## src/rtl/corrector_hamming_if.sv

```systemverilog
// Bus bundle for the SECDED corrector: received word in, decoded result and
// error statistics out, with a valid/ready style handshake on each side.
interface corrector_hamming_if;
  logic [7:0] palabra_rx;
  logic       valido_in;
  logic       listo_out;
  logic [3:0] dato;
  logic [3:0] sindrome;
  logic       error_simple;
  logic       error_doble;
  logic       valido_out;
  logic       ack_in;
  logic [7:0] cuenta_simple;
  logic [7:0] cuenta_doble;

  // slave: the corrector itself
  modport slave (
    input  palabra_rx, valido_in, ack_in,
    output listo_out, dato, sindrome, error_simple, error_doble,
           valido_out, cuenta_simple, cuenta_doble
  );

  // master: the producer/consumer environment around the corrector
  modport master (
    output palabra_rx, valido_in, ack_in,
    input  listo_out, dato, sindrome, error_simple, error_doble,
           valido_out, cuenta_simple, cuenta_doble
  );
endinterface

```

## src/rtl/corrector_hamming.sv

```systemverilog
// SECDED Hamming(8,4) corrector: registers a received word, computes syndrome
// and overall parity, corrects single errors, flags doubles, keeps error counts.
module corrector_hamming (
  input  logic                  clk,
  input  logic                  rst,
  corrector_hamming_if.slave    bus
);

  typedef enum logic [1:0] {
    ESPERA  = 2'd0,
    CALCULO = 2'd1,
    ENTREGA = 2'd2
  } estado_t;

  estado_t estado, estado_sig;

  logic [7:0] r;
  logic [2:0] s;
  logic       gp;
  logic [7:0] r_corr;
  logic       clase_simple;
  logic       clase_doble;

  logic [3:0] dato_q;
  logic [3:0] sindrome_q;
  logic       error_simple_q;
  logic       error_doble_q;
  logic [7:0] cuenta_simple_q;
  logic [7:0] cuenta_doble_q;
  logic       listo;
  logic       valido;

  // State register
  always_ff @(posedge clk) begin
    if (rst) estado <= ESPERA;
    else     estado <= estado_sig;
  end

  // Next-state logic
  always_comb begin
    estado_sig = estado;
    unique case (estado)
      ESPERA:  if (bus.valido_in) estado_sig = CALCULO;
      CALCULO: estado_sig = ENTREGA;
      ENTREGA: if (bus.ack_in) estado_sig = ESPERA;
      default: estado_sig = ESPERA;
    endcase
  end

  // Handshake outputs are pure functions of the state
  always_comb begin
    listo  = 1'b0;
    valido = 1'b0;
    unique case (estado)
      ESPERA:  listo  = 1'b1;
      ENTREGA: valido = 1'b1;
      default: ;
    endcase
  end

  // Syndrome over positions 1..7 (r0..r6); bit 7 is the overall parity bit g0
  always_comb begin
    s[0] = r[0] ^ r[2] ^ r[4] ^ r[6];
    s[1] = r[1] ^ r[2] ^ r[5] ^ r[6];
    s[2] = r[3] ^ r[4] ^ r[5] ^ r[6];
    gp   = ^r;
  end

  // A non-zero syndrome with odd overall parity points at the flipped bit
  always_comb begin
    r_corr = r;
    if (gp && (s != 3'd0)) r_corr[s - 3'd1] = ~r[s - 3'd1];
  end

  assign clase_simple = gp;
  assign clase_doble  = !gp && (s != 3'd0);

  // Datapath: capture word, then latch result and update counters in CALCULO
  always_ff @(posedge clk) begin
    if (rst) begin
      r               <= '0;
      dato_q          <= '0;
      sindrome_q      <= '0;
      error_simple_q  <= 1'b0;
      error_doble_q   <= 1'b0;
      cuenta_simple_q <= '0;
      cuenta_doble_q  <= '0;
    end else begin
      if (estado == ESPERA && bus.valido_in) r <= bus.palabra_rx;
      if (estado == CALCULO) begin
        dato_q         <= {r_corr[2], r_corr[4], r_corr[5], r_corr[6]};
        sindrome_q     <= {gp, s};
        error_simple_q <= clase_simple;
        error_doble_q  <= clase_doble;
        if (clase_simple && (cuenta_simple_q != '1))
          cuenta_simple_q <= cuenta_simple_q + 8'd1;
        if (clase_doble && (cuenta_doble_q != '1))
          cuenta_doble_q <= cuenta_doble_q + 8'd1;
      end
    end
  end

  assign bus.listo_out     = listo;
  assign bus.valido_out    = valido;
  assign bus.dato          = dato_q;
  assign bus.sindrome      = sindrome_q;
  assign bus.error_simple  = error_simple_q;
  assign bus.error_doble   = error_doble_q;
  assign bus.cuenta_simple = cuenta_simple_q;
  assign bus.cuenta_doble  = cuenta_doble_q;

  a_flags_exclusivos: assert property (
    @(posedge clk) !(error_simple_q && error_doble_q)
  );

  a_handshake_exclusivo: assert property (
    @(posedge clk) !(listo && valido)
  );

endmodule

```

## src/flat_wrapper.sv

```systemverilog
// flat-port wrapper written by rule: the top's interface ports become plain ports
module corrector_hamming_flat 
  (clk, rst, bus_palabra_rx, bus_valido_in, bus_ack_in, bus_listo_out, bus_dato, bus_sindrome, bus_error_simple, bus_error_doble, bus_valido_out, bus_cuenta_simple, bus_cuenta_doble);
  corrector_hamming_if bus_i ();
  input  logic clk;
  input  logic rst;
  input wire logic [$bits(bus_i.palabra_rx)-1:0] bus_palabra_rx;
  input wire logic [$bits(bus_i.valido_in)-1:0] bus_valido_in;
  input wire logic [$bits(bus_i.ack_in)-1:0] bus_ack_in;
  output wire logic [$bits(bus_i.listo_out)-1:0] bus_listo_out;
  output wire logic [$bits(bus_i.dato)-1:0] bus_dato;
  output wire logic [$bits(bus_i.sindrome)-1:0] bus_sindrome;
  output wire logic [$bits(bus_i.error_simple)-1:0] bus_error_simple;
  output wire logic [$bits(bus_i.error_doble)-1:0] bus_error_doble;
  output wire logic [$bits(bus_i.valido_out)-1:0] bus_valido_out;
  output wire logic [$bits(bus_i.cuenta_simple)-1:0] bus_cuenta_simple;
  output wire logic [$bits(bus_i.cuenta_doble)-1:0] bus_cuenta_doble;
  assign bus_i.palabra_rx = bus_palabra_rx;
  assign bus_i.valido_in = bus_valido_in;
  assign bus_i.ack_in = bus_ack_in;
  assign bus_listo_out = bus_i.listo_out;
  assign bus_dato = bus_i.dato;
  assign bus_sindrome = bus_i.sindrome;
  assign bus_error_simple = bus_i.error_simple;
  assign bus_error_doble = bus_i.error_doble;
  assign bus_valido_out = bus_i.valido_out;
  assign bus_cuenta_simple = bus_i.cuenta_simple;
  assign bus_cuenta_doble = bus_i.cuenta_doble;
  corrector_hamming u_core (.clk(clk), .rst(rst), .bus(bus_i));
endmodule
```

## config.mk

```make
export PLATFORM = sky130hd
export DESIGN_NAME = corrector_hamming_flat
export DESIGN_NICKNAME = d
export VERILOG_FILES = /design/src/rtl/corrector_hamming_if.sv /design/src/rtl/corrector_hamming.sv /design/src/flat_wrapper.sv
export SDC_FILE = /design/constraint.sdc
export NUM_CORES = 1
export LEC_CHECK = 0
export ABC_CLOCK_PERIOD_IN_PS = 2750
export BUFFER_PORTS_ARGS = -buffer_cell sky130_fd_sc_hd__buf_2
export CAP_MARGIN = 15
export CORE_MARGIN = 5
export CORE_UTILIZATION = 55
export CTS_CLUSTER_SIZE = 8
export DETAILED_ROUTE_END_ITERATION = 10
export GPL_TIMING_DRIVEN = 0
export PLACE_DENSITY = 0.84
export SLEW_MARGIN = 5
export SYNTH_ARGS = -nofsm -noshare
export SYNTH_HDL_FRONTEND = slang
export SYNTH_SLANG_ARGS = --single-unit
export TNS_END_PERCENT = 1
```

## constraint.sdc

```tcl
create_clock -name clk -period 2.75 [get_ports clk]
set_input_delay 0.55 -clock clk [delete_from_list [all_inputs] [get_ports clk]]
set_output_delay 0.55 -clock clk [all_outputs]
set_load 0.005 [all_outputs]
```

After elaboration in Yosys (flattened, before gate mapping)
Index checks and enable logic that the tools add are counted.

word-level totals
  register bits = 36
  input port bits = 12
  output and inout bits = 28

operators by class
  add/sub/neg operators = 3
  order comparisons = 2
  equal/unequal tests = 6
  multiplexer cells = 11
  bitwise logic cells = 10
  reduce and logical (&&, ||, !) cells = 13

operators with widths
  kind                 number
  $add 8x1->8 const B  2
  $ne 8x8->1 const B   2
  $xor 1x1->1          9
  $bwmux 8             1
  $reduce_xor 8->1     1
  $mux 7               1
  $logic_and 1x1->1    6
  $pmux 2 s3           1
  $reduce_and 2->1     3
  $lt 3x4->1 const B   1
  $mux 1               4
  $mux 2               2
  $ne 2x2->1 const B   2
  $bmux 1 s3           1
  $demux 1 s3          1
  $ge 3x1->1 const B   1
  $reduce_bool 3->1    1
  $sub 3x1->3 const B  1
  $eq 2x1->1 const B   1
  $eq 2x2->1 const B   1
  $logic_not 2->1      1
  $logic_not 1->1      1
  $not 1->1            1

Longest topological paths before layout
Gate-level depths: netlist (run 1).

  word-level depth = 10
  mapped depth = 10
  depth with buffers taken out = 9

Worst setup path after synthesis (run 1)
Ideal clock, no wire load.

  kind = reg-to-reg
  start = reg u_core.r[4]
  end = reg u_core.cuenta_doble_q[7] (netlist: u_core.bus.cuenta_doble[7])
  data arrival time = 2.393 ns
  data required time = 2.680 ns
  slack = 0.286 ns
  cell stages (with the launch flop) = 9
  buffers on the path = 1
  path through = dfxtp_1 -> buf_2 -> xor2_1 -> o21ai_0 -> ha_1 -> nand2b_1 -> or3_1 -> or4_1 -> a21oi_1

on the way
  cells in the longest elaborated chain, start to end = 7

ends and longest elaborated chain
  what                            RTL line                 RTL
  start: declaration              corrector_hamming.sv:17  logic [7:0] r;
  start signal: assignment        corrector_hamming.sv:89  if (estado == ESPERA && bus.valido_in) r <= bus.palabra_rx;
  $xor 1x1->1 (3 in series)       corrector_hamming.sv:65  s[2] = r[3] ^ r[4] ^ r[5] ^ r[6];
  $reduce_bool 3->1               corrector_hamming.sv:76  assign clase_doble = !gp && (s != 3'd0);
  $logic_and 1x1->1 (*)           corrector_hamming.sv:76
  $logic_and 1x1->1 (*)           corrector_hamming.sv:97  if (clase_doble && (cuenta_doble_q != '1))
  $reduce_and 2->1 (no line) (*)  n/a
  end signal: assignment          corrector_hamming.sv:98  cuenta_doble_q <= cuenta_doble_q + 8'd1;
  end: declaration                corrector_hamming.sv:29  logic [7:0] cuenta_doble_q;

Every way passes the cells marked *; elsewhere a longest branch is shown, timed or not.
A chain may end at the register's enable or synchronous reset.

Worst setup path in the final report (run 1)
  start = reg u_core.r[5]
  end = reg u_core.cuenta_doble_q[7] (netlist: u_core.bus.cuenta_doble[7])

on the way
  cells in the longest elaborated chain, start to end = 6

ends and longest elaborated chain
  what                                          RTL line
  $xor 1x1->1 (on tied branches) (2 in series)  corrector_hamming.sv:64, corrector_hamming.sv:65
  $reduce_bool 3->1                             corrector_hamming.sv:76
  $logic_and 1x1->1 (*)                         corrector_hamming.sv:76
  $logic_and 1x1->1 (*)                         corrector_hamming.sv:97
  $reduce_and 2->1 (no line) (*)                n/a

Marked as above.

==> results.cfg, run 1 <==
[global_route]
grt_max_degree = 12
grt_pass1_vias = 1819
overflow = 0
antenna_found_initial = 0
grt_pass1_wl_mm = 7.831
grt_usage = 0.1943

[floorplanning]
die_h_um = 70.58
coreArea_um2 = 3606
start_util = 0.5597
rows = 22
die_w_um = 70.58
ios = 40
dieArea_um2 = 4981

[status]
status = complete, no violations

[synthesis]
syn_area_um2 = 2018
yosysSeqAreaShare = 0.3472
synth_edf_count = 0
ys_seq_elements = 35
syn_nets = 256
ys_warn_count = 0
dominantRegCellSynth = dfxtp_1
yosysTopAreaCell = dfxtp_1
synth_top_area_frac = 0.3472
synth_cell_types = 46
synthTopCellsByArea = dfxtp_1 35%, nand2_1 5.2%, a21oi_1 4.7%, nor2_1 3.9%, nand2b_1 3.1%
postSynthCellCount = 241
ys_async_sr_fraction = 0
syn_area_per_cell_um2 = 8.374

[pwr]
power_frac_clock = 0.279
pwr-share-comb = 0.301
power-per-cell-area_nw_per_um2 = 542.8
p_leak_nw = 0.9348
peakVddDrop_v = 0.0004417
p_sw_frac = 0.3350
power_frac_seq = 0.419
p_switching_uw = 435.5
p_int_uw = 864.4

[detailed_routing]
postRouteWirelength_mm = 4.560
wl_per_cell_um = 13.57
drt_iter0_drc = 126
drc = 0
viasPerCell = 5.592
ant_nets = 0
via_count = 1879
drt_first_pass_iters = 5

[worst_setup_path]
regToRegSetupSlack_ns = 0.17
endpoint_kind = flop
r2r-start = u_core.r[5]
worstPathMaxFanout = 7
reg2regPathDepth = 8
arrival_ns = 2.79
worstSetupPathType = reg -> reg
cp-start-kind = flop
crit_required_ns = 2.96
r2r-end = u_core.bus.cuenta_doble[7]

[place]
dp_hpwl_mm = 3.402
portBuffers = 39
gp_congestion = 0.8413

[min_path]
worstHoldStart = u_core.r[3]
hold_end = u_core.r[3]
hold_depth = 2
min_path_type = reg -> reg

[job]
maxCapViolations = 0

[sta]
min_period_ns = 2.583
rsz0062_at_grt = false
timing.hold.ws_ns = 0.4732
tightest_slew_ns = 0.5244
period_share = 0.9391
fmax_mhz = 387.2
fin_skew_ns = 0.008534
finalSetupTns_ns = 0
slew_violations = 0
maxSlewHeadroom = 0.6477
hold_viol_final = 0
setup_viol = 0

[cells_and_area]
diodes = 0
drive_gt1_frac = 0.2396
nFillCells = 340
syn_to_final_growth_pct = 18.66
nNetsFinal = 302

[clock_network]
clock-sinks = 35
cts_tree = done
cts_inserted_buffers = 5
clock_path_buffers = 2
cts_max_level = 2
clk-insertion-delay-late_ns = 0.29
cts.clk_slew.worst_paths_ns = 0.07
ctsRootBufferMaster = clkbuf_8
cts_hold_buf = 0
-- placed cells by master (no fill, tap or decap), types with 4 or more instances in the layout --
cell      Yosys  final
o31ai_1       5      5
or3_1         5      5
buf_2         3     41
a211oi_1      6      6
o21ai_0       5      5
nand4_1       4      4
or4_1         6      6
dfxtp_1      35     35
nand2b_1     10     10
xnor2_1       7      6
nand3_1       5      5
nand2_1      28     28
buf_4         5      5
nor2b_1       7      7
clkbuf_1      7      8
nor2_1       21     21
clkbuf_8      0      5
nor3_1       11     11
a21oi_1      19     19
-- cells by family after synthesis --
kind of cell / count (synthesis) / synth area share
XOR/XNOR: 17 / 0.1104
AND/OR/NAND/NOR: 112 / 0.2852
multiplexers: 6 / 0.03162
AO/OA/AOI/OAI: 50 / 0.1587
buffers and inverters: 18 / 0.04836
adder cells (fa/ha/maj): 3 / 0.01860
flip-flops: 35 / 0.3472
-- synthesized netlist by cell type, types with 2 or more instances --
| cell type | count |
|---|---|
| or4_1 | 6 |
| xnor2_1 | 7 |
| a31oi_1 | 3 |
| o31ai_1 | 5 |
| o41ai_1 | 2 |
| a21oi_1 | 19 |
| nand3_1 | 5 |
| ha_1 | 3 |
| a211oi_1 | 6 |
| o21ai_0 | 5 |
| nor4b_1 | 2 |
| clkbuf_1 | 7 |
| nor2b_1 | 7 |
| xnor2_2 | 2 |
| a311oi_1 | 2 |
| buf_2 | 3 |
| o21bai_1 | 2 |
| inv_1 | 2 |
| mux2_2 | 3 |
| buf_4 | 5 |
| and2_1 | 2 |
| or3_1 | 5 |
| nand4_1 | 4 |
| nor3_1 | 11 |
| nand2_1 | 28 |
| nand2b_1 | 10 |
| nor2_1 | 21 |
| mux2i_1 | 3 |
| xor2_1 | 4 |
| dfxtp_1 | 35 |
| and3_1 | 2 |
| or2_2 | 3 |
| nor4_1 | 3 |
| xnor2_4 | 2 |
-- metrics by stage --
step,utilization,cell area [µm²],worst slack [ns],power [mW],std cells
floorplan,-,2018,0.2862,0.8448,241
global placement,0.6305,2273,0.09660,0.9325,328
detailed placement,0.6305,2273,-0.005411,0.9402,328
CTS,0.6561,2366,0.09649,1.306,336
global route,0.6641,2395,0.02125,1.376,336
finish,0.6641,2395,0.1674,1.300,336
-- state kept, by name, summed over array words and instances, names as in the netlist --
register	count
u_core.bus.cuenta_doble	8
u_core.estado	2
u_core.bus.sindrome	3
u_core.r	8
u_core.bus.cuenta_simple	8
u_core.bus.error_simple	1
u_core.bus.error_doble	1
u_core.bus.dato	4
-- worst max path at each step --
| stage | slack [ns] | cells past startpoint | endpoint | start |
|---|---|---|---|---|
| final | 0.17 | 8 | u_core.bus.cuenta_doble[7] | u_core.r[5] |
| after detailed placement | -0.005 | 8 | u_core.bus.cuenta_doble[7] | u_core.r[4] |
| after global routing | 0.02 | 8 | u_core.bus.cuenta_doble[7] | u_core.r[4] |
| after global placement | 0.1 | 8 | u_core.bus.cuenta_doble[7] | u_core.r[4] |
| after CTS | 0.1 | 8 | u_core.bus.cuenta_doble[7] | u_core.r[4] |
| after floorplan | 0.29 | 8 | u_core.bus.cuenta_doble[7] | u_core.r[4] |
-- critical path, cell delays in order, from the launching register on --
cell	delay, ns
dfxtp_1	0.31
buf_6	0.14
xnor2_4	0.28
xnor2_4	0.16
ha_1	0.28
nand2b_1	0.21
or3_1	0.47
or4_1	0.48
a21oi_1	0.16
-- power groups by stage --
stage | logic [mW] | registers, mW | clock network [mW]
after CTS | 0.387 | 0.545 | 0.374
final | 0.392 | 0.545 | 0.363
after detailed placement | 0.383 | 0.557 | 0
after global routing | 0.435 | 0.548 | 0.392
after global placement | 0.377 | 0.556 | 0
after floorplan | 0.289 | 0.556 | 0
-- final cells by class --
cell class / instances / area, µm² / share of cell area
Sequential cell: 35 / 700.7 / 0.2926
Timing Repair Buffer: 39 / 195.2 / 0.08150
Buffer: 16 / 92.59 / 0.03866
Clock inverter: 2 / 12.51 / 0.005225
Tap cell: 48 / 60.06 / 0.02508
Inverter: 2 / 7.507 / 0.003135
Multi-Input combinational cell: 188 / 1254 / 0.5235
Clock buffer: 6 / 72.57 / 0.03030
-- layer usage --
metal / GRT usage / wire length (µm) / share of wire / vias up
li1: - / - / - / 951
met1: 0.2366 / 2099 / 0.46 / 874
met2: 0.3181 / 2119 / 0.46 / 45
met3: 0.06108 / 250 / 0.055 / 9
met4: 0.08142 / 90 / 0.020 / 0
met5: 0 / 0 / 0 / -
-- timing repair --
action                                 in CTS  in global routing
endpoints found under the hold margin       0                  0
gates resized for setup                     1                  4
buffers inserted                            0                  0
setup endpoints to repair                   1                  1
Power figures use the tool's default switching activity.
==> inputs of run 2 (changes only) <==
--- a/config.mk
+++ b/config.mk
@@ -8,13 +8,15 @@
 export ABC_CLOCK_PERIOD_IN_PS = 2750
 export BUFFER_PORTS_ARGS = -buffer_cell sky130_fd_sc_hd__buf_2
 export CAP_MARGIN = 15
+export CELL_PAD_IN_SITES_DETAIL_PLACEMENT = 0
+export CELL_PAD_IN_SITES_GLOBAL_PLACEMENT = 1
 export CORE_MARGIN = 5
-export CORE_UTILIZATION = 55
+export CORE_UTILIZATION = 40
 export CTS_CLUSTER_SIZE = 8
 export DETAILED_ROUTE_END_ITERATION = 10
 export GPL_TIMING_DRIVEN = 0
-export PLACE_DENSITY = 0.84
-export SLEW_MARGIN = 5
+export PLACE_DENSITY = 0.82
+export SLEW_MARGIN = 20
 export SYNTH_ARGS = -nofsm -noshare
 export SYNTH_HDL_FRONTEND = slang
 export SYNTH_SLANG_ARGS = --single-unit
==> run 2 against run 1 <==
Effect of this change: wire length increased by 5.9%; largest cell class unchanged; first-iteration DRC count down 36%; critical path depth increased by 1; final area up 1.3%; critical path type unchanged; clock skew grew 0.0020 ns; highest routed layer unchanged; critical endpoint unchanged; cell count is 5.4% higher; via count down 2.3%; die area up 32%.
==> results.cfg, run 2 (synthesis results as in run 1) <==
[status]
status = complete, no violations

[detailed_routing]
via_count = 1835
wl_per_cell_um = 13.64
drt_first_pass_iters = 4
drc = 0
postRouteWirelength_mm = 4.830
viasPerCell = 5.184
ant_nets = 0
drt_iter0_drc = 81

[cells_and_area]
fin_util = 0.5036
drive_gt1_frac = 0.2439
syn_to_final_growth_pct = 20.21
nNetsFinal = 302
diodes = 0
fin_cells = 354
final_common_cell = buf_2
mostFrequentLayoutCells = 41 x buf_2, 35 x dfxtp_1, 28 x nand2_1, 21 x nor2_1, 19 x a21oi_1

[min_path]
worstHoldStart = u_core.r[3]
hold_depth = 2
hold_end = u_core.r[3]
min_path_type = reg -> reg

[sta]
min_period_ns = 2.544
fmax_mhz = 393.0
finalSetupTns_ns = 0
rsz0062_at_grt = false
period_share = 0.9253
maxSlewHeadroom = 0.6397
slew_violations = 0
timing.hold.ws_ns = 0.4740
tightest_slew_ns = 0.5405
hold_viol_final = 0
setup_viol = 0
fin_ws_ns = 0.2055
fin_skew_ns = 0.01049

[floorplanning]
die_w_um = 81.03
ios = 40
coreArea_um2 = 4817
start_util = 0.4190
rows = 25
dieArea_um2 = 6566
die_h_um = 81.03

[clock_network]
cts_max_level = 2
clock-sinks = 35
cts.clk_slew.worst_paths_ns = 0.07
cts_hold_buf = 0
ctsRootBufferMaster = clkbuf_8
cts_setup_buffers = 0
cts_inserted_buffers = 5
clock_path_buffers = 2
clk-insertion-delay-late_ns = 0.29
cts_tree = done

[pwr]
peakVddDrop_v = 0.0002975
p_leak_nw = 0.9429
p_switching_uw = 439.2
p_sw_frac = 0.3318
p_int_uw = 884.4
power_frac_seq = 0.412
pwr-share-comb = 0.303
power_frac_clock = 0.285
power-per-cell-area_nw_per_um2 = 545.6

[worst_setup_path]
crit_required_ns = 2.97
r2r-start = u_core.r[1]
cp-start-kind = flop
slowest_stage = or4_1
cp_slowest_stage_delay_ns = 0.47
regToRegSetupSlack_ns = 0.21
endpoint_kind = flop
arrival_ns = 2.77
path_cells = buf_2 > xor2_2 > nand2b_1 > o21ai_0 > ha_1 > nand2b_1 > or3_4 > or4_1 > a21oi_1
crit_top_cell = nand2b_1
worstPathMaxFanout = 8
worstSetupPathType = reg -> reg
reg2regPathDepth = 9
r2r-end = u_core.bus.cuenta_doble[7]

[place]
gp_congestion = 0.7882
portBuffers = 39
dp_hpwl_mm = 3.588
place_ws_ns = -0.008589
placed_cells = 347

[global_route]
met3_usage = 0.03659
grt_pass1_vias = 1694
antenna_found_initial = 0
grt_max_degree = 11
grt_usage = 0.1596
overflow = 0
grt-busiest-layer = met2
grt_use_met1 = 0.2057
grt_pass1_wl_mm = 8.176
use_met2 = 0.2545

[job]
maxCapViolations = 0
run 2: cell types whose count changed in the layout (fill, tap and decap cells not counted), sizes merged:
cell      previous run  this run
buf                 47        48
clkbuf              14        13
clkinvlp             1         0
run 2: layout make-up:
type | count | area, µm²
multi-input combinational | 188 | 1259
tap | 67 | 83.83
sequential | 35 | 700.7
inverter | 2 | 7.507
buffer | 16 | 92.59
timing repair buffer | 39 | 195.2
fill | 503 | 2391
clock inverter | 1 | 5.005
clock buffer | 6 | 82.58
run 2: per-layer routing:
metal / wire [µm] / up-vias
li1: - / 948
met4: 97 / 0
met3: 263 / 7
met1: 2323 / 836
met2: 2146 / 44
met5: 0 / -
run 2: worst max-delay path, delay by kind of cell, from the launching register on:
kind | cells | cell delay [ns]
xor+xnor | 1 | 0.21
compound gates | 2 | 0.24
simple gates | 4 | 1.25
flops | 1 | 0.30
fa+ha+maj | 1 | 0.27
buf+inv | 1 | 0.21
run 2: metrics by stage:
step / power [mW] / area [µm²]
final: 1.324 / 2426
after global routing: 1.405 / 2426
after CTS: 1.329 / 2392
after detailed placement: 0.9469 / 2297
after global placement: 0.9492 / 2297
after floorplan: 0.8448 / 2018
run 2: worst max path at each step:
stage                     depth (start not counted)         from  slack, ns                          to
final                                             9  u_core.r[1]       0.21  u_core.bus.cuenta_doble[7]
after global placement                            8  u_core.r[4]     -0.003  u_core.bus.cuenta_doble[7]
after floorplan                                   8  u_core.r[4]       0.29  u_core.bus.cuenta_doble[7]
after global routing                              9  u_core.r[1]       0.02  u_core.bus.cuenta_doble[7]
after CTS                                         8  u_core.r[4]       0.09  u_core.bus.cuenta_doble[7]
after detailed placement                          8  u_core.r[4]     -0.009  u_core.bus.cuenta_doble[7]
run 2: what timing repair did:
| action | in CTS | in global routing |
|---|---|---|
| resized for setup | 1 | 6 |
| pin swaps | 0 | 0 |
| setup endpoints to repair | 1 | 2 |
| cloned | 0 | 0 |
run 2: power by group through the flow:
| stage | combinational [mW] | clock [mW] | sequential, mW |
|---|---|---|---|
| 2_1_floorplan | 0.289 | 0 | 0.556 |
| 3_3_place_gp | 0.393 | 0 | 0.556 |
| 3_5_place_dp | 0.390 | 0 | 0.557 |
| 4_1_cts | 0.394 | 0.390 | 0.545 |
| 5_1_grt | 0.442 | 0.415 | 0.548 |
| 6_report | 0.401 | 0.378 | 0.545 |
